`config.mk`:
```
export PLATFORM = sky130hd
export DESIGN_NAME = seq_pattern_gen
export DESIGN_NICKNAME = d
export VERILOG_FILES = /design/src/rtl/seq_pattern_gen.sv
export SDC_FILE = /design/constraint.sdc
export NUM_CORES = 1
export LEC_CHECK = 0
export CELL_PAD_IN_SITES_DETAIL_PLACEMENT = 1
export CELL_PAD_IN_SITES_GLOBAL_PLACEMENT = 1
export CORE_ASPECT_RATIO = 1.4
export CORE_MARGIN = 2
export CORE_UTILIZATION = 38
export CTS_CLUSTER_DIAMETER = 50
export CTS_CLUSTER_SIZE = 14
export DETAILED_ROUTE_END_ITERATION = 12
export PLACE_DENSITY = 0.71
export SYNTH_ARGS = -nofsm -noshare
export SYNTH_HDL_FRONTEND = slang
export SYNTH_SLANG_ARGS = --single-unit
export TNS_END_PERCENT = 30
```
`constraint.sdc`:
```
create_clock -name i_clock -period 1.8 [get_ports i_clock]
set_clock_uncertainty 0.1 [all_clocks]
set_input_delay 0.45 -clock i_clock [delete_from_list [all_inputs] [get_ports i_clock]]
set_output_delay 0.45 -clock i_clock [all_outputs]
set_load 0.03 [all_outputs]
```
`src/rtl/seq_pattern_gen.sv`:
```
// Serial pattern burst generator: shifts a captured pattern out MSB first,
// holding each bit BIT_CYCLES clocks, repeating with optional idle gaps.
module seq_pattern_gen #(
   parameter int PAT_W      = 4,
   parameter int BIT_CYCLES = 4,
   parameter int GAP_CYCLES = 4,
   parameter int REP_W      = 4
) (
   input  logic             i_clock,
   input  logic             i_reset,
   input  logic             i_start,
   input  logic             i_abort,
   input  logic [PAT_W-1:0] i_pattern,
   input  logic [REP_W-1:0] i_repeat,
   output logic             o_bit,
   output logic             o_valid,
   output logic             o_busy,
   output logic             o_frame_start,
   output logic             o_done
);

   localparam int CW = $clog2(BIT_CYCLES + 1);
   localparam int GW = (GAP_CYCLES > 0) ? $clog2(GAP_CYCLES + 1) : 1;
   localparam int IW = (PAT_W > 1) ? $clog2(PAT_W) : 1;
   localparam logic [CW-1:0] BIT_LAST = CW'(BIT_CYCLES - 1);
   localparam logic [GW-1:0] GAP_LAST = GW'((GAP_CYCLES > 0) ? GAP_CYCLES - 1 : 0);
   localparam logic [IW-1:0] IDX_MSB  = IW'(PAT_W - 1);

   typedef enum logic [1:0] {S_IDLE, S_SHIFT, S_GAP, S_DONE} state_t;

   state_t           state_q, state_d;
   logic [PAT_W-1:0] pat_q, pat_d;
   logic [REP_W-1:0] rep_q, rep_d;
   logic [CW-1:0]    bit_cnt_q, bit_cnt_d;
   logic [GW-1:0]    gap_cnt_q, gap_cnt_d;
   logic [IW-1:0]    idx_q, idx_d;
   logic [IW-1:0]    idx_dec;
   logic             bit_q, bit_d;
   logic             valid_q, valid_d;
   logic             busy_q, busy_d;
   logic             fs_q, fs_d;
   logic             done_q, done_d;

   assign idx_dec = idx_q - IW'(1);

   // Outputs are computed for the state being entered and registered with it.
   always_comb begin
      state_d   = state_q;
      pat_d     = pat_q;
      rep_d     = rep_q;
      bit_cnt_d = bit_cnt_q;
      gap_cnt_d = gap_cnt_q;
      idx_d     = idx_q;
      bit_d     = 1'b0;
      valid_d   = 1'b0;
      busy_d    = 1'b0;
      fs_d      = 1'b0;
      done_d    = 1'b0;
      case (state_q)
         S_IDLE: begin
            if (i_start && !i_abort) begin
               state_d   = S_SHIFT;
               pat_d     = i_pattern;
               rep_d     = i_repeat;
               bit_cnt_d = '0;
               idx_d     = IDX_MSB;
               bit_d     = i_pattern[PAT_W-1];
               valid_d   = 1'b1;
               busy_d    = 1'b1;
               fs_d      = 1'b1;
            end
         end
         S_SHIFT: begin
            busy_d = 1'b1;
            if (bit_cnt_q != BIT_LAST) begin
               bit_cnt_d = bit_cnt_q + CW'(1);
               bit_d     = pat_q[idx_q];
               valid_d   = 1'b1;
            end else if (idx_q != '0) begin
               bit_cnt_d = '0;
               idx_d     = idx_dec;
               bit_d     = pat_q[idx_dec];
               valid_d   = 1'b1;
            end else if (rep_q == '0) begin
               state_d   = S_DONE;
               bit_cnt_d = '0;
               done_d    = 1'b1;
            end else begin
               // rep_q counts repetitions still owed, so it never wraps.
               rep_d     = rep_q - REP_W'(1);
               bit_cnt_d = '0;
               idx_d     = IDX_MSB;
               if (GAP_CYCLES > 0) begin
                  state_d   = S_GAP;
                  gap_cnt_d = '0;
               end else begin
                  bit_d   = pat_q[PAT_W-1];
                  valid_d = 1'b1;
                  fs_d    = 1'b1;
               end
            end
         end
         S_GAP: begin
            busy_d = 1'b1;
            if (gap_cnt_q == GAP_LAST) begin
               state_d   = S_SHIFT;
               gap_cnt_d = '0;
               bit_d     = pat_q[PAT_W-1];
               valid_d   = 1'b1;
               fs_d      = 1'b1;
            end else begin
               gap_cnt_d = gap_cnt_q + GW'(1);
            end
         end
         S_DONE: begin
            state_d = S_IDLE;
         end
         default: state_d = S_IDLE;
      endcase
      if (i_abort && state_q != S_IDLE) begin
         state_d   = S_IDLE;
         rep_d     = '0;
         bit_cnt_d = '0;
         gap_cnt_d = '0;
         idx_d     = '0;
         bit_d     = 1'b0;
         valid_d   = 1'b0;
         busy_d    = 1'b0;
         fs_d      = 1'b0;
         done_d    = 1'b0;
      end
   end

   always_ff @(posedge i_clock or posedge i_reset) begin
      if (i_reset) begin
         state_q   <= S_IDLE;
         pat_q     <= '0;
         rep_q     <= '0;
         bit_cnt_q <= '0;
         gap_cnt_q <= '0;
         idx_q     <= '0;
         bit_q     <= 1'b0;
         valid_q   <= 1'b0;
         busy_q    <= 1'b0;
         fs_q      <= 1'b0;
         done_q    <= 1'b0;
      end else begin
         state_q   <= state_d;
         pat_q     <= pat_d;
         rep_q     <= rep_d;
         bit_cnt_q <= bit_cnt_d;
         gap_cnt_q <= gap_cnt_d;
         idx_q     <= idx_d;
         bit_q     <= bit_d;
         valid_q   <= valid_d;
         busy_q    <= busy_d;
         fs_q      <= fs_d;
         done_q    <= done_d;
      end
   end

   assign o_bit         = bit_q;
   assign o_valid       = valid_q;
   assign o_busy        = busy_q;
   assign o_frame_start = fs_q;
   assign o_done        = done_q;

endmodule

```
## After elaboration in Yosys (flattened, before gate mapping)

Cells that the tools add are included.

| word-level totals | value |
|---|---|
| latch bits | 0 |
| bits in read-only memories | 0 |
| word-level logic and storage cells | 98 |
| output and inout port bits | 5 |
| memories kept | 0 |
| register bits | 23 |
| memory bits (writable) | 0 |
| input port bits | 12 |

| cells by class | value |
|---|---|
| reductions and logical operators | 16 |
| eq/ne operators | 11 |
| muxes and demuxes | 54 |
| $lt $le $gt $ge | 2 |
| multipliers | 0 |
| add/sub/neg operators | 4 |
| bitwise operators | 0 |
| divide/modulo/power cells | 0 |
| shifts and indexed selects | 0 |

Operators with widths:

| operator | number |
|---|---|
| 3-bit two-way mux | 8 |
| 1-bit two-way mux | 20 |
| 2-bit two-way mux | 10 |
| 4-bit two-way mux | 5 |
| 3-bit != test, second input constant | 5 |
| 3-bit one-hot mux with 2 select lines | 2 |
| 4-bit AND reduction | 3 |
| 2-bit one-hot mux with 4 select lines | 1 |
| 4-bit one-hot mux with 2 select lines | 1 |
| 3-bit by 1-bit adder with 3-bit output, second input constant | 2 |
| 2-bit by 3-bit less-than comparator with 1-bit output, second input constant | 2 |
| 1-bit one-hot mux with 3 select lines | 2 |
| 3-bit nonzero test | 2 |
| 5-bit AND reduction | 1 |
| 1-bit binary-select mux with 2-bit select | 2 |
| 2-bit == test, second input constant | 2 |
| 4-bit logical NOT | 1 |
| 4-bit != test, second input constant | 1 |
| 1-bit one-hot mux with 2 select lines | 2 |
| 2-bit one-hot mux with 2 select lines | 1 |
| 2-bit AND reduction | 2 |
| 2-bit nonzero test | 2 |
| 4-bit by 1-bit subtractor with 4-bit output, second input constant | 1 |
| 3-bit by 2-bit == test with 1-bit output, second input constant | 1 |
| other kinds (7) | 8 |

## Logic depth before layout (Yosys ltp)

Gate-level depths: netlist (run 1).

| depth | value |
|---|---|
| word-level depth | 7 |
| mapped depth | 7 |
| depth with buffers taken out | 6 |

## Worst setup path after synthesis (run 1)

Ideal clock, no wire load.

| path | value |
|---|---|
| path type | reg2reg |
| from | register state_q[1] |
| to | register idx_q[0] |
| slack | -31 ps |
| arrival | 1607 ps |
| cell stages (with the launch flop) | 8 |
| period minus slack after synthesis | 1831 ps |
| data required time | 1575 ps |
| library setup time | 125 ps |
| path buffers | 1 |
| cell sequence | dfrtp_1 inv_1 ha_1 nand2b_1 buf_4 nand3_2 o211ai_2 mux2_2 |

| between the ends | value |
|---|---|
| longest elaborated chain between the ends | 4 |
| elaborated cells between the ends (all ways) | 11 |
| those cells by class | eq/ne (4); mux (2); reduce/logical (5) |

RTL lines:

| item | line | RTL |
|---|---|---|
| from (decl) | 31 | `state_t state_q, state_d;` |
| from (signal assigned) | 148 | `state_q <= state_d;` |
| 2-bit nonzero test | 120 | `if (i_abort && state_q != S_IDLE) begin` |
| 1-bit logical AND | 120 |  |
| 4-bit != test (no line) (tied with other cells) | - |  |
| 4-bit AND reduction (no line) | - |  |
| to (signal assigned) | 153 | `idx_q <= idx_d;` |
| to (decl) | 36 | `logic [IW-1:0] idx_q, idx_d;` |

Several ways; a longest one is shown, not always the timed one.
A chain may end at the register's enable or synchronous reset.

## Worst setup path after layout (run 1)

| path | value |
|---|---|
| from | register idx_q[0] |
| to | register bit_q, in the netlist o_bit |

| between the ends | value |
|---|---|
| longest elaborated chain between the ends | 7 |
| elaborated cells between the ends (all ways) | 10 |
| those cells by class | add/sub (1); mux (8); reduce/logical (1) |

RTL lines:

| item | line | RTL |
|---|---|---|
| 2-bit by 1-bit subtractor with 2-bit output | 44 | `assign idx_dec = idx_q - IW'(1);` |
| 1-bit binary-select mux with 2-bit select | 82 | `bit_d = pat_q[idx_dec];` |
| 1-bit two-way mux (implied by the code) | 82 |  |
| 1-bit two-way mux | 79 | `end else if (idx_q != '0) begin` |
| 1-bit two-way mux (*) | 75 | `if (bit_cnt_q != BIT_LAST) begin` |
| 1-bit one-hot mux with 3 select lines (*) | 59 | `case (state_q)` |
| 1-bit two-way mux (*) | 120 |  |
| net bit_d | 38 | `logic bit_q, bit_d;` |
| to (signal assigned) | 154 | `bit_q <= bit_d;` |
| to (decl) | 38 |  |

The timed path passes the listed nets; every way through them passes the cells marked *. The select of a mux whose other input is x is not followed.

==> impl_results.html, run 1 <==
<table>
<tr><th>Metric</th><th>Value</th></tr>
<tr><th colspan="2">Setup path</th></tr>
<tr><td>WP data arrival</td><td>~1.9 ns</td></tr>
<tr><td>Crit end category</td><td>register</td></tr>
<tr><td>Delay contributed by the slowest stage of the critical path</td><td>0.39 ns</td></tr>
<tr><td>Critical Path Slowest Stage Cell</td><td>sky130_fd_sc_hd__dfrtp_1</td></tr>
<tr><td>Data required time of the critical path</td><td>about 1.9 ns</td></tr>
<tr><td>Crit Path Category</td><td>register to register</td></tr>
<tr><td>WP buf/inv</td><td>1</td></tr>
<tr><td>Critical-path maximum fanout</td><td>2</td></tr>
<tr><td>Startpoint class of the critical path</td><td>register</td></tr>
<tr><td>Ordered list of cells on the worst path</td><td>inv_2, ha_2, mux4_2, mux2_2, nand3_1, a311oi_2</td></tr>
<tr><td>Cell family with most CP delay</td><td>multiplexers</td></tr>
<tr><th colspan="2">Timing</th></tr>
<tr><td>Worst Max-Slew Pin Slew</td><td>0.3500 ns</td></tr>
<tr><td>Maximum clock frequency</td><td>between 500 and 600 MHz</td></tr>
<tr><td>Final setup violation count</td><td>2</td></tr>
<tr><td>Relative slew margins</td><td>~77%</td></tr>
<tr><td>Least setup slack across all paths after layout</td><td>-0.01456 ns</td></tr>
<tr><td>Tcrit/Tclk final</td><td>100.8%</td></tr>
<tr><td>Number of pins with negative max-slew slack in the final report</td><td>0</td></tr>
<tr><td>Min Clock Period, post-route</td><td>roughly 1.8 ns</td></tr>
<tr><td>Final hold violation count</td><td>0</td></tr>
<tr><td>RSZ-0062 raised after global routing</td><td>true</td></tr>
<tr><th colspan="2">Global routing</th></tr>
<tr><td>Pin count of the biggest net entering global routing</td><td>24</td></tr>
<tr><td>Global-route wire length before repair</td><td>6285 µm</td></tr>
<tr><td>Number of global-route vias before repair</td><td>1374</td></tr>
<tr><td>Overall routing resource usage</td><td>approximately 22%</td></tr>
<tr><td>Initial antenna violation count</td><td>0</td></tr>
<tr><td>Final global-route overflow total</td><td>0</td></tr>
<tr><th colspan="2">Synthesis</th></tr>
<tr><td>Part of the Yosys area used for sequential elements</td><td>between 40% and 50%</td></tr>
<tr><td>Mapped Area</td><td>around 1400 µm²</td></tr>
<tr><td>Number of distinct standard cells referenced by the synthesized netlist</td><td>36</td></tr>
<tr><td>Total nets after synthesis</td><td>~160</td></tr>
<tr><td>Syn avg cell area</td><td>~10 µm²</td></tr>
<tr><td>Count of yosys warnings during synthesis</td><td>0</td></tr>
<tr><td>Flip-flop and latch count after synthesis</td><td>23</td></tr>
<tr><td>Number of standard cells after synthesis</td><td>136</td></tr>
<tr><th colspan="2">Placed design</th></tr>
<tr><td>DP Cell Count</td><td>219</td></tr>
<tr><td>HPWL after DPL</td><td>approximately 2900 µm</td></tr>
<tr><td>Weighted congestion reported at the end of routability-driven placement</td><td>~0.79</td></tr>
<tr><td>Port-buffer cells</td><td>16</td></tr>
<tr><th colspan="2">Route</th></tr>
<tr><td>Drt drc</td><td>0</td></tr>
<tr><td>1st-iter DRT viols</td><td>13</td></tr>
<tr><td>Total via count in the routed design</td><td>~1.2k</td></tr>
<tr><td>Remaining antenna violation count after routing</td><td>0</td></tr>
<tr><td>Iteration count of the initial detailed-routing pass</td><td>4</td></tr>
<tr><td>Routed WL</td><td>a little under 4000 µm</td></tr>
<tr><td>Wire per inst</td><td>~17 µm</td></tr>
<tr><td>Via-to-Cell Ratio</td><td>roughly 5.4</td></tr>
<tr><th colspan="2">Die</th></tr>
<tr><td>Vertical die dimension</td><td>~75 µm</td></tr>
<tr><td>Total die area</td><td>about 4100 µm²</td></tr>
<tr><td>Die W</td><td>54.63 µm</td></tr>
<tr><td>Initial Util</td><td>40.00%</td></tr>
<tr><td>Area of the core</td><td>approximately 3400 µm²</td></tr>
<tr><td>Row count</td><td>25</td></tr>
<tr><td>Top-Level Pins</td><td>17</td></tr>
<tr><th colspan="2">Finish</th></tr>
<tr><td>Final core utilization</td><td>between 50 and 60%</td></tr>
<tr><td>Layout cell share with drive strength beyond 1</td><td>between 30% and 40%</td></tr>
<tr><td>Area Overhead vs Synth</td><td>44.77%</td></tr>
<tr><td>Ant diodes</td><td>0</td></tr>
<tr><td>Post-layout nets</td><td>210</td></tr>
<tr><td>Filler-free cell count of the finished design</td><td>between 200 and 250</td></tr>
<tr><th colspan="2">Clocking</th></tr>
<tr><td>Clock net sink count</td><td>23</td></tr>
<tr><td>Clock tree from TritonCTS</td><td>yes</td></tr>
<tr><td>Max clock buf depth</td><td>2</td></tr>
<tr><td>Clock slew at reported path FFs</td><td>about 0.080 ns</td></tr>
<tr><td>TritonCTS buffer count</td><td>3</td></tr>
<tr><td>Clk Latency, worst-skew pair</td><td>about 0.28 ns</td></tr>
<tr><td>H-tree levels</td><td>1</td></tr>
<tr><td>Clock Root Buffer</td><td>sky130_fd_sc_hd__clkbuf_8</td></tr>
<tr><th colspan="2">Outcome</th></tr>
<tr><td>Result of the run</td><td>finished, violations left</td></tr>
<tr><td>Violated checks</td><td>negative setup slack</td></tr>
<tr><th colspan="2">Power</th></tr>
<tr><td>Leakage power</td><td>roughly 0.95 nW</td></tr>
<tr><td>Total power</td><td>around 0.0034 W</td></tr>
<tr><td>Maximum vdd drop</td><td>around 0.00083 V</td></tr>
<tr><td>Power per standard cell area</td><td>about 1700 nW/µm²</td></tr>
<tr><th colspan="2">Worst hold path</th></tr>
<tr><td>Class of the tightest hold or removal check</td><td>register to register</td></tr>
<tr><th colspan="2">Flow run</th></tr>
<tr><td>Max-capacitance violation count</td><td>0</td></tr>
</table>
-- power by group --
part / switching (W) / internal (W) / leakage (nW)
clock: 0.000176 / 0.000155 / 0.0255
combinational: 0.00107 / 0.00117 / 0.627
sequential: 0.000152 / 0.000718 / 0.296
total: 0.00139 / 0.00204 / 0.949
-- metrics by stage --
| step | setup slack [ns] | TNS (ns) | area (µm²) | hold WS (ns) |
|---|---|---|---|---|
| floorplan | 0.02197 | 0 | 1376 | 0.3519 |
| finish | -0.01456 | -0.01908 | 1974 | 0.4092 |
| global placement | -0.2436 | -3.207 | 1809 | 0.3749 |
| global route | -0.1047 | -0.5564 | 1974 | 0.4501 |
| detailed placement | -0.3174 | -3.940 | 1809 | 0.3907 |
| CTS | -0.01359 | -0.02479 | 1914 | 0.4100 |
-- final cells by class --
type                    count  area (µm²)
well taps                  40       50.05
multi-input cells          95       822.0
repair buffers             51       427.9
fillers                   380        1435
clock buffers               3       41.29
inverters                  14       52.55
flip-flops and latches     23       575.6
clock inverters             1       5.005
-- cell usage after synthesis --
library cell / count / share of area (%)
sky130_fd_sc_hd__buf_2: 3 / 1.1
sky130_fd_sc_hd__o211ai_2: 1 / 0.92
sky130_fd_sc_hd__inv_1: 14 / 3.9
sky130_fd_sc_hd__o31a_1: 1 / 0.64
sky130_fd_sc_hd__a21boi_0: 1 / 0.55
sky130_fd_sc_hd__a32o_1: 2 / 1.5
sky130_fd_sc_hd__nand4b_1: 1 / 0.64
sky130_fd_sc_hd__nand3_1: 4 / 1.5
sky130_fd_sc_hd__o21ai_2: 1 / 0.64
sky130_fd_sc_hd__mux4_2: 1 / 1.7
sky130_fd_sc_hd__buf_4: 1 / 0.55
sky130_fd_sc_hd__nand2b_1: 3 / 1.4
sky130_fd_sc_hd__nor2_1: 13 / 3.6
sky130_fd_sc_hd__nor4_1: 1 / 0.46
sky130_fd_sc_hd__or3_1: 1 / 0.46
sky130_fd_sc_hd__mux4_1: 1 / 1.9
sky130_fd_sc_hd__nand3_2: 1 / 0.73
sky130_fd_sc_hd__nor3b_1: 2 / 1.1
sky130_fd_sc_hd__o21ai_0: 2 / 0.73
sky130_fd_sc_hd__mux2i_1: 5 / 3.7
sky130_fd_sc_hd__o211ai_1: 3 / 1.7
sky130_fd_sc_hd__and2_1: 1 / 0.46
sky130_fd_sc_hd__nor3_1: 2 / 0.73
sky130_fd_sc_hd__mux2_2: 8 / 6.6
sky130_fd_sc_hd__and2_4: 1 / 0.64
sky130_fd_sc_hd__o21a_1: 1 / 0.55
sky130_fd_sc_hd__a211oi_1: 1 / 0.55
sky130_fd_sc_hd__a21oi_1: 2 / 0.73
sky130_fd_sc_hd__a31oi_1: 2 / 0.92
sky130_fd_sc_hd__nand3b_1: 3 / 1.7
sky130_fd_sc_hd__nor2b_1: 2 / 0.92
sky130_fd_sc_hd__nand2_1: 16 / 4.4
sky130_fd_sc_hd__dfrtp_1: 23 / 42
sky130_fd_sc_hd__ha_1: 10 / 9.2
sky130_fd_sc_hd__o221ai_1: 1 / 0.64
sky130_fd_sc_hd__a311oi_1: 1 / 0.64
-- cell usage in the layout, fill, tap and decap left out, types with 3 or more instances in the layout --
cell	netlist	routed
sky130_fd_sc_hd__buf_4	1	34
sky130_fd_sc_hd__dfrtp_1	23	23
sky130_fd_sc_hd__nand2_1	16	16
sky130_fd_sc_hd__nor2_1	13	12
sky130_fd_sc_hd__clkdlybuf4s50_1	0	10
sky130_fd_sc_hd__inv_1	14	9
sky130_fd_sc_hd__dlygate4sd2_1	0	6
sky130_fd_sc_hd__inv_2	0	5
sky130_fd_sc_hd__mux2i_1	5	5
sky130_fd_sc_hd__ha_1	10	5
sky130_fd_sc_hd__nand3_1	4	4
sky130_fd_sc_hd__mux2_2	8	4
sky130_fd_sc_hd__mux2_4	0	4
sky130_fd_sc_hd__nand3b_1	3	3
sky130_fd_sc_hd__o211ai_1	3	3
sky130_fd_sc_hd__ha_2	0	3
sky130_fd_sc_hd__clkbuf_8	0	3
-- layer usage --
layer | routed length [µm] | vias to the layer above | GRT usage (%)
met1 | 1412 | 612 | 20.54
met2 | 2302 | 23 | 44.71
met3 | 105 | 11 | 2.778
li1 | - | 572 | -
met4 | 133 | 0 | 10.83
met5 | 0 | - | 0
-- kinds of logic (layout without fill, tap and decap cells) --
group                      count (synthesis)  in the layout  synth area share, %
and+or+nand+nor                           51             51                18.63
DFF                                       23             23                42.20
AOI/OAI and AO/OA                         19             19                10.64
buffers and inverters                     18             69                5.504
muxes                                     15             15                13.85
adders and majority gates                 10             10                9.174
-- state kept, by name (all words and copies together) (netlist names) --
name	flops
pat_q	4
rep_q	4
bit_cnt_q	3
gap_cnt_q	3
idx_q	2
state_q	2
o_bit	1
o_busy	1
o_done	1
o_frame_start	1
o_valid	1
-- worst paths after layout --
kind	cells after the start	to	start	slack, ns
setup / recovery	6	o_bit	idx_q[0]	-0.01
hold / removal	1	bit_cnt_q[2]	bit_cnt_q[2]	0.41
setup reg to reg	6	o_bit	idx_q[0]	-0.01
hold reg to reg	1	bit_cnt_q[2]	bit_cnt_q[2]	0.41
max in group asynchronous	3	o_valid	i_reset	0.95
min in group asynchronous	3	pat_q[0]	i_reset	0.42
-- what timing repair did --
action / CTS / global route
resized for setup: 21 / 11
pin swaps: 4 / 11
setup endpoints to repair: 15 / 15
buffers inserted: 1 / 4
hold buffers: 0 / 0
Power figures use the tool's default switching activity.
==> run 2, diff against run 1 <==
--- a/config.mk
+++ b/config.mk
@@ -5,15 +5,17 @@
 export SDC_FILE = /design/constraint.sdc
 export NUM_CORES = 1
 export LEC_CHECK = 0
+export ABC_AREA = 1
 export CELL_PAD_IN_SITES_DETAIL_PLACEMENT = 1
 export CELL_PAD_IN_SITES_GLOBAL_PLACEMENT = 1
 export CORE_ASPECT_RATIO = 1.4
 export CORE_MARGIN = 2
-export CORE_UTILIZATION = 38
+export CORE_UTILIZATION = 37
 export CTS_CLUSTER_DIAMETER = 50
 export CTS_CLUSTER_SIZE = 14
 export DETAILED_ROUTE_END_ITERATION = 12
-export PLACE_DENSITY = 0.71
+export PLACE_DENSITY = 0.72
+export SLEW_MARGIN = 40
 export SYNTH_ARGS = -nofsm -noshare
 export SYNTH_HDL_FRONTEND = slang
 export SYNTH_SLANG_ARGS = --single-unit
==> impl_results.html, run 2 <==
<table>
<tr><th>Metric</th><th>Value</th></tr>
<tr><th colspan="2">Synthesis</th></tr>
<tr><td>Async set or reset register ratio after synthesis</td><td>100.0%</td></tr>
<tr><td>Area leader, netlist</td><td>sky130_fd_sc_hd__dfrtp_1</td></tr>
<tr><td>Flip-flop and latch count after synthesis</td><td>23</td></tr>
<tr><td>Top cell type's share of synthesized area</td><td>40.89%</td></tr>
<tr><td>Syn avg cell area</td><td>around 8 µm²</td></tr>
<tr><td>Part of the Yosys area used for sequential elements</td><td>40.89%</td></tr>
<tr><td>Cell types with the highest counts after synthesis</td><td>41 x sky130_fd_sc_hd__nand2_1, 23 x sky130_fd_sc_hd__dfrtp_1, 21 x sky130_fd_sc_hd__inv_1</td></tr>
<tr><td>Number of standard cells after synthesis</td><td>roughly 170</td></tr>
<tr><td>Number of distinct standard cells referenced by the synthesized netlist</td><td>28</td></tr>
<tr><td>Mapped Area</td><td>between 1000 and 1500 µm²</td></tr>
<tr><td>Most instantiated library cell after synthesis</td><td>sky130_fd_sc_hd__nand2_1</td></tr>
<tr><td>Number of enable-type register cells in the synthesized netlist</td><td>0</td></tr>
<tr><td>Count of yosys warnings during synthesis</td><td>0</td></tr>
<tr><td>Leading post-synthesis cells by cell area</td><td>sky130_fd_sc_hd__dfrtp_1 41%, sky130_fd_sc_hd__nand2_1 11%, sky130_fd_sc_hd__ha_1 8.9%</td></tr>
<tr><td>Total nets after synthesis</td><td>between 150 and 200</td></tr>
<tr><td>Main flop type after synthesis</td><td>sky130_fd_sc_hd__dfrtp_1</td></tr>
<tr><th colspan="2">Clocking</th></tr>
<tr><td>Max clock buf depth</td><td>2</td></tr>
<tr><td>Clock Root Buffer</td><td>sky130_fd_sc_hd__clkbuf_8</td></tr>
<tr><td>Clock tree from TritonCTS</td><td>yes</td></tr>
<tr><td>TritonCTS buffer count</td><td>3</td></tr>
<tr><td>Hold_buf cts</td><td>0</td></tr>
<tr><td>Clock slew at reported path FFs</td><td>0.08 ns</td></tr>
<tr><td>Clock net sink count</td><td>23</td></tr>
<tr><td>Clk Latency, worst-skew pair</td><td>0.27 ns</td></tr>
<tr><td>H-tree levels</td><td>1</td></tr>
<tr><th colspan="2">Global routing</th></tr>
<tr><td>Global-route wire length before repair</td><td>between 6000 and 7000 µm</td></tr>
<tr><td>Final global-route overflow total</td><td>0</td></tr>
<tr><td>Overall routing resource usage</td><td>a little under a fifth</td></tr>
<tr><td>Initial antenna violation count</td><td>0</td></tr>
<tr><td>Number of global-route vias before repair</td><td>around 1.5k</td></tr>
<tr><td>Pin count of the biggest net entering global routing</td><td>24</td></tr>
<tr><th colspan="2">Setup path</th></tr>
<tr><td>Crit Path Category</td><td>register to register</td></tr>
<tr><td>Most frequent CP cell</td><td>sky130_fd_sc_hd__a21oi_1</td></tr>
<tr><td>WP buf/inv</td><td>2</td></tr>
<tr><td>Worst Reg2Reg Path Length in Cells</td><td>6</td></tr>
<tr><td>Startpoint class of the critical path</td><td>register</td></tr>
<tr><td>WP data arrival</td><td>roughly 1.8 ns</td></tr>
<tr><td>Critical-path maximum fanout</td><td>5</td></tr>
<tr><td>Data required time of the critical path</td><td>between 1.5 and 2 ns</td></tr>
<tr><td>Critical Path Slowest Stage Cell</td><td>sky130_fd_sc_hd__dfrtp_2</td></tr>
<tr><td>Crit end category</td><td>register</td></tr>
<tr><td>Cell family with most CP delay</td><td>flip-flops</td></tr>
<tr><td>Ordered list of cells on the worst path</td><td>buf_4, ha_1, inv_1, a21oi_1, nand3_1, a21oi_1</td></tr>
<tr><td>Number of logic stages on the critical path including buffering</td><td>6</td></tr>
<tr><td>Delay contributed by the slowest stage of the critical path</td><td>0.42 ns</td></tr>
<tr><th colspan="2">Power</th></tr>
<tr><td>Int Power</td><td>0.001554 W</td></tr>
<tr><td>Maximum vdd drop</td><td>just over 0.0007 V</td></tr>
<tr><td>Fraction of power consumed by combinational cells</td><td>approximately three fifths</td></tr>
<tr><td>Power per standard cell area</td><td>roughly 1700 nW/µm²</td></tr>
<tr><td>Fraction of power spent switching nets</td><td>between 40% and 50%</td></tr>
<tr><td>Switch Pwr</td><td>0.001429 W</td></tr>
<tr><td>Clock power frac</td><td>a little under an eighth</td></tr>
<tr><td>Leakage power</td><td>around 0.87 nW</td></tr>
<tr><td>Share of power burned in registers</td><td>between 20% and 30%</td></tr>
<tr><th colspan="2">Timing</th></tr>
<tr><td>Final setup violation count</td><td>0</td></tr>
<tr><td>Final hold violation count</td><td>0</td></tr>
<tr><td>Relative slew margins</td><td>roughly four fifths</td></tr>
<tr><td>Final hold slack</td><td>about 0.41 ns</td></tr>
<tr><td>Number of pins with negative max-slew slack in the final report</td><td>0</td></tr>
<tr><td>Min Clock Period, post-route</td><td>between 1.5 and 2 ns</td></tr>
<tr><td>RSZ-0062 raised after global routing</td><td>false</td></tr>
<tr><td>Tcrit/Tclk final</td><td>~94%</td></tr>
<tr><td>Worst Max-Slew Pin Slew</td><td>around 0.31 ns</td></tr>
<tr><td>Maximum clock frequency</td><td>a little under 600 MHz</td></tr>
<tr><th colspan="2">Route</th></tr>
<tr><td>Via-to-Cell Ratio</td><td>between 5 and 6</td></tr>
<tr><td>Remaining antenna violation count after routing</td><td>0</td></tr>
<tr><td>Drt drc</td><td>0</td></tr>
<tr><td>1st-iter DRT viols</td><td>15</td></tr>
<tr><td>Iteration count of the initial detailed-routing pass</td><td>4</td></tr>
<tr><td>Total via count in the routed design</td><td>1263</td></tr>
<tr><td>Wire per inst</td><td>~15 µm</td></tr>
<tr><td>Routed WL</td><td>3699 µm</td></tr>
<tr><th colspan="2">Finish</th></tr>
<tr><td>Most common library cell in the layout ignoring fill and taps</td><td>sky130_fd_sc_hd__nand2_1</td></tr>
<tr><td>Fill count</td><td>approximately 460</td></tr>
<tr><td>Ant diodes</td><td>0</td></tr>
<tr><td>Leading registers by flop count</td><td>pat_q x4, rep_q x4</td></tr>
<tr><td>Most frequent cells in the layout</td><td>41 x sky130_fd_sc_hd__nand2_1, 22 x sky130_fd_sc_hd__dfrtp_1, 20 x sky130_fd_sc_hd__inv_1</td></tr>
<tr><td>FF/Latch Area</td><td>576.8 µm²</td></tr>
<tr><td>Area occupied by multi-input gates</td><td>between 700 and 800 µm²</td></tr>
<tr><td>Layout cell share with drive strength beyond 1</td><td>18.54%</td></tr>
<tr><td>Post-layout nets</td><td>roughly 230</td></tr>
<tr><td>Post-route design area</td><td>roughly 1800 µm²</td></tr>
<tr><td>Area Overhead vs Synth</td><td>24.98%</td></tr>
<tr><th colspan="2">Placed design</th></tr>
<tr><td>Placed Instance Area</td><td>1699 µm²</td></tr>
<tr><td>HPWL after DPL</td><td>2934 µm</td></tr>
<tr><td>Port-buffer cells</td><td>16</td></tr>
<tr><td>Weighted congestion reported at the end of routability-driven placement</td><td>0.8105</td></tr>
<tr><th colspan="2">Die</th></tr>
<tr><td>Die W</td><td>56.13 µm</td></tr>
<tr><td>Initial Util</td><td>between 30 and 40%</td></tr>
<tr><td>Top-Level Pins</td><td>17</td></tr>
<tr><td>Total die area</td><td>approximately 4300 µm²</td></tr>
<tr><td>Area of the core</td><td>between 3000 and 4000 µm²</td></tr>
<tr><td>Vertical die dimension</td><td>roughly 77 µm</td></tr>
<tr><td>Row count</td><td>26</td></tr>
<tr><th colspan="2">Worst hold path</th></tr>
<tr><td>Class of the tightest hold or removal check</td><td>register to register</td></tr>
<tr><td>Worst hold path cell count</td><td>2</td></tr>
<tr><th colspan="2">Flow run</th></tr>
<tr><td>Max-capacitance violation count</td><td>0</td></tr>
<tr><th colspan="2">Outcome</th></tr>
<tr><td>Result of the run</td><td>finished, final reports clean</td></tr>
</table>
[run 2: cell types whose count changed after synthesis, sizes merged, moves of 4 or more]
cell and change:
o211ai -4, mux2 -8, inv +11, nand3 +6, nand2 +31, o21ai +18, mux2i -5, a21oi +8
[run 2: final timing paths]
path                            start           end  slack (ns)
min in group asynchronous     i_reset  gap_cnt_q[2]        0.42
max                        state_q[0]         o_bit        0.11
max in group asynchronous     i_reset    state_q[0]        0.92
min reg2reg                  rep_q[1]      rep_q[1]        0.41
min                          rep_q[1]      rep_q[1]        0.41
max reg2reg                state_q[0]         o_bit        0.11
[run 2: metal layers]
| layer | global-route usage [%] | part of all wire [%] |
|---|---|---|
| met3 | 2.024 | 2.7 |
| met5 | 0 | 0 |
| met4 | 10.00 | 3.1 |
| met2 | 35.76 | 58 |
| met1 | 20.51 | 36 |
[run 2: final cells by class]
| class | count | area share (%) |
|---|---|---|
| multi-input cells | 123 | 41.47 |
| flip-flops and latches | 23 | 32.79 |
| repair buffers | 30 | 14.72 |
| inverters | 25 | 5.477 |
| well taps | 42 | 2.987 |
| clock buffers | 4 | 2.560 |
[run 2: logic make-up (layout without fill, tap and decap cells)]
kind of cell	Yosys count	after routing	synth area share, %
and+or+nand+nor	78	78	28.53
adders and majority gates	10	10	8.889
AOI/OAI and AO/OA	34	34	12.89
buffers and inverters	27	59	8.178
xor gates and xnor gates	1	1	0.6223
DFF	23	23	40.89
[run 2: tightest hold or removal path: stages (launching register included)]
cell and delay (ns):
sky130_fd_sc_hd__dfrtp_1 0.36, sky130_fd_sc_hd__nand2_1 0.05, sky130_fd_sc_hd__o21ai_1 0.06
[run 2: repair_timing]
item                                    in CTS  in global routing
endpoints found under the setup margin       5                 14
buffers inserted                             0                  1
gates resized for setup                      5                  5
[run 2: stage by stage]
step           power (W)  setup TNS [ns]  std cells  setup slack [ns]  util (%)
6_report        0.002983               0        247            0.1082     48.28
4_1_cts         0.002981               0        246           0.04332     47.70
2_1_floorplan   0.002071               0        173            0.2895         -
3_5_place_dp    0.002646          -1.534        242           -0.1196     46.63
5_1_grt         0.003269               0        247          0.004228     48.28
3_3_place_gp    0.002533         -0.5609        242          -0.05411     46.63
[run 2: power by group through the flow]
stage	combinational, W	clock [W]	sequential, W
3_5_place_dp	0.00176	0	0.000883
6_report	0.00177	0.000336	0.000873
3_3_place_gp	0.00167	0	0.000866
4_1_cts	0.00177	0.000344	0.000872
2_1_floorplan	0.00117	0	0.000899
5_1_grt	0.00201	0.000356	0.000902
==> run 3, diff against run 2 <==
--- a/config.mk
+++ b/config.mk
@@ -14,7 +14,7 @@
 export CTS_CLUSTER_DIAMETER = 50
 export CTS_CLUSTER_SIZE = 14
 export DETAILED_ROUTE_END_ITERATION = 12
-export PLACE_DENSITY = 0.72
+export PLACE_DENSITY = 0.76
 export SLEW_MARGIN = 40
 export SYNTH_ARGS = -nofsm -noshare
 export SYNTH_HDL_FRONTEND = slang
==> impl_results.html, run 3 (synthesis results as in run 2) <==
<table>
<tr><th>Metric</th><th>Value</th></tr>
<tr><th colspan="2">Global routing</th></tr>
<tr><td>GRT busiest layer</td><td>met2</td></tr>
<tr><td>Met3 global-route usage</td><td>roughly 2.5%</td></tr>
<tr><td>Pin count of the biggest net entering global routing</td><td>24</td></tr>
<tr><td>Global-route wire length before repair</td><td>6348 µm</td></tr>
<tr><td>Number of global-route vias before repair</td><td>around 1.4k</td></tr>
<tr><td>Overall routing resource usage</td><td>between 10% and 20%</td></tr>
<tr><td>Final global-route overflow total</td><td>0</td></tr>
<tr><td>Routing usage on met2</td><td>about a third</td></tr>
<tr><td>Met1 usage in global routing</td><td>19.81%</td></tr>
<tr><td>Initial antenna violation count</td><td>0</td></tr>
<tr><th colspan="2">Finish</th></tr>
<tr><td>Most frequent cells in the layout</td><td>41 x sky130_fd_sc_hd__nand2_1, 22 x sky130_fd_sc_hd__dfrtp_1, 21 x sky130_fd_sc_hd__inv_1</td></tr>
<tr><td>Post-route design area</td><td>between 1500 and 2000 µm²</td></tr>
<tr><td>Post-layout nets</td><td>roughly 230</td></tr>
<tr><td>Most common library cell in the layout ignoring fill and taps</td><td>sky130_fd_sc_hd__nand2_1</td></tr>
<tr><td>Layout cell share with drive strength beyond 1</td><td>between 10% and 20%</td></tr>
<tr><td>Area Overhead vs Synth</td><td>24.98%</td></tr>
<tr><td>Ant diodes</td><td>0</td></tr>
<tr><td>Leading registers by flop count</td><td>pat_q x4, rep_q x4</td></tr>
<tr><th colspan="2">Flow run</th></tr>
<tr><td>Max-capacitance violation count</td><td>0</td></tr>
<tr><th colspan="2">Setup path</th></tr>
<tr><td>Critical-path maximum fanout</td><td>4</td></tr>
<tr><td>WP data arrival</td><td>around 1.8 ns</td></tr>
<tr><td>Crit Path Category</td><td>register to register</td></tr>
<tr><td>Crit end category</td><td>register</td></tr>
<tr><td>Data required time of the critical path</td><td>about 1.9 ns</td></tr>
<tr><td>Startpoint class of the critical path</td><td>register</td></tr>
<tr><th colspan="2">Timing</th></tr>
<tr><td>Number of pins with negative max-slew slack in the final report</td><td>0</td></tr>
<tr><td>Setup tns final</td><td>0 ns</td></tr>
<tr><td>Maximum clock frequency</td><td>about 600 MHz</td></tr>
<tr><td>Relative slew margins</td><td>79.21%</td></tr>
<tr><td>RSZ-0062 raised after global routing</td><td>false</td></tr>
<tr><td>Final setup violation count</td><td>0</td></tr>
<tr><td>Final hold violation count</td><td>0</td></tr>
<tr><td>Min Clock Period, post-route</td><td>around 1.7 ns</td></tr>
<tr><td>Worst Max-Slew Pin Slew</td><td>slightly above 0.3 ns</td></tr>
<tr><td>Tcrit/Tclk final</td><td>between 90% and 100%</td></tr>
<tr><th colspan="2">Clocking</th></tr>
<tr><td>H-tree levels</td><td>1</td></tr>
<tr><td>TritonCTS buffer count</td><td>3</td></tr>
<tr><td>Clock slew at reported path FFs</td><td>roughly 0.08 ns</td></tr>
<tr><td>Max clock buf depth</td><td>2</td></tr>
<tr><td>Clock Root Buffer</td><td>sky130_fd_sc_hd__clkbuf_8</td></tr>
<tr><td>Clock net sink count</td><td>23</td></tr>
<tr><td>Hold_buf cts</td><td>0</td></tr>
<tr><td>Clk Latency, worst-skew pair</td><td>approximately 0.26 ns</td></tr>
<tr><td>Clock tree from TritonCTS</td><td>yes</td></tr>
<tr><th colspan="2">Die</th></tr>
<tr><td>Vertical die dimension</td><td>a little under 80 µm</td></tr>
<tr><td>Total die area</td><td>between 4000 and 5000 µm²</td></tr>
<tr><td>Row count</td><td>26</td></tr>
<tr><td>Top-Level Pins</td><td>17</td></tr>
<tr><td>Die W</td><td>about 56 µm</td></tr>
<tr><td>Area of the core</td><td>3643 µm²</td></tr>
<tr><td>Initial Util</td><td>between 30% and 40%</td></tr>
<tr><th colspan="2">Worst hold path</th></tr>
<tr><td>Class of the tightest hold or removal check</td><td>register to register</td></tr>
<tr><th colspan="2">Power</th></tr>
<tr><td>Leakage power</td><td>between 0.8 and 0.9 nW</td></tr>
<tr><td>Maximum vdd drop</td><td>0.0006884 V</td></tr>
<tr><td>Power per standard cell area</td><td>~1700 nW/µm²</td></tr>
<tr><th colspan="2">Route</th></tr>
<tr><td>1st-iter DRT viols</td><td>27</td></tr>
<tr><td>Wire per inst</td><td>roughly 15 µm</td></tr>
<tr><td>Remaining antenna violation count after routing</td><td>0</td></tr>
<tr><td>Iteration count of the initial detailed-routing pass</td><td>3</td></tr>
<tr><td>Total via count in the routed design</td><td>~1.3k</td></tr>
<tr><td>Via-to-Cell Ratio</td><td>5.150</td></tr>
<tr><td>Routed WL</td><td>roughly 3700 µm</td></tr>
<tr><td>Drt drc</td><td>0</td></tr>
<tr><th colspan="2">Placed design</th></tr>
<tr><td>HPWL after DPL</td><td>around 2900 µm</td></tr>
<tr><td>Port-buffer cells</td><td>16</td></tr>
<tr><td>Placed Instance Area</td><td>1712 µm²</td></tr>
<tr><td>Weighted congestion reported at the end of routability-driven placement</td><td>roughly 0.75</td></tr>
<tr><th colspan="2">Outcome</th></tr>
<tr><td>Result of the run</td><td>finished, final reports clean</td></tr>
</table>
[run 3: final timing paths]
check	start	to	slack (ns)	depth (start not counted)
setup / recovery	state_q[1]	state_q[1]	0.13	10
hold / removal	rep_q[1]	rep_q[1]	0.40	2
setup reg to reg	state_q[1]	state_q[1]	0.13	10
hold reg to reg	rep_q[1]	rep_q[1]	0.40	2
max in group asynchronous	i_reset	idx_q[0]	0.91	3
min in group asynchronous	i_reset	o_valid	0.42	3
[run 3: routing by layer]
| layer | wire, µm | vias to the layer above |
|---|---|---|
| li1 | - | 615 |
| met1 | 1392 | 620 |
| met2 | 2075 | 22 |
| met3 | 103 | 10 |
| met4 | 97 | 0 |
| met5 | 0 | - |
[run 3: final cells by class]
cell class,instances,area [µm²]
inverters,25,96.34
well taps,42,52.55
clock buffers,4,45.04
repair buffers,29,264.0
multi-input cells,123,724.4
fillers,466,1884
flip-flops and latches,23,576.8
[run 3: critical path, cell delays in order (launching register included)]
cell,delay (ns)
sky130_fd_sc_hd__dfrtp_1,0.43
sky130_fd_sc_hd__inv_1,0.09
sky130_fd_sc_hd__ha_1,0.19
sky130_fd_sc_hd__inv_2,0.08
sky130_fd_sc_hd__nand2_4,0.09
sky130_fd_sc_hd__nand2_4,0.08
sky130_fd_sc_hd__a21oi_4,0.15
sky130_fd_sc_hd__inv_1,0.08
sky130_fd_sc_hd__nand3_2,0.11
sky130_fd_sc_hd__nand2_1,0.08
sky130_fd_sc_hd__o21ai_1,0.12
[run 3: through the flow]
step / power [W] / hold WS (ns) / cells / utilization [%] / worst slack (ns)
after global placement: 0.002537 / 0.3788 / 242 / 46.98 / -0.05273
after global routing: 0.003269 / 0.4378 / 246 / 48.28 / 0.01388
after CTS: 0.003004 / 0.4061 / 246 / 48.04 / 0.08173
final: 0.002995 / 0.3974 / 246 / 48.28 / 0.1271
after detailed placement: 0.002665 / 0.3857 / 242 / 46.98 / -0.09610
after floorplan: 0.002071 / 0.3519 / 173 / - / 0.2895
[run 3: timing repair]
item                                    4_1_cts  5_1_grt
pin swaps                                     0        0
buffers inserted                              0        0
resized for setup                             5        3
endpoints found under the setup margin        5        1
[run 3: report_power, final]
part,switching [W],internal (W),leakage [nW]
sequential,0.000145,0.000719,0.294
clock,0.000169,0.000158,0.0228
combinational,0.00113,0.000678,0.562
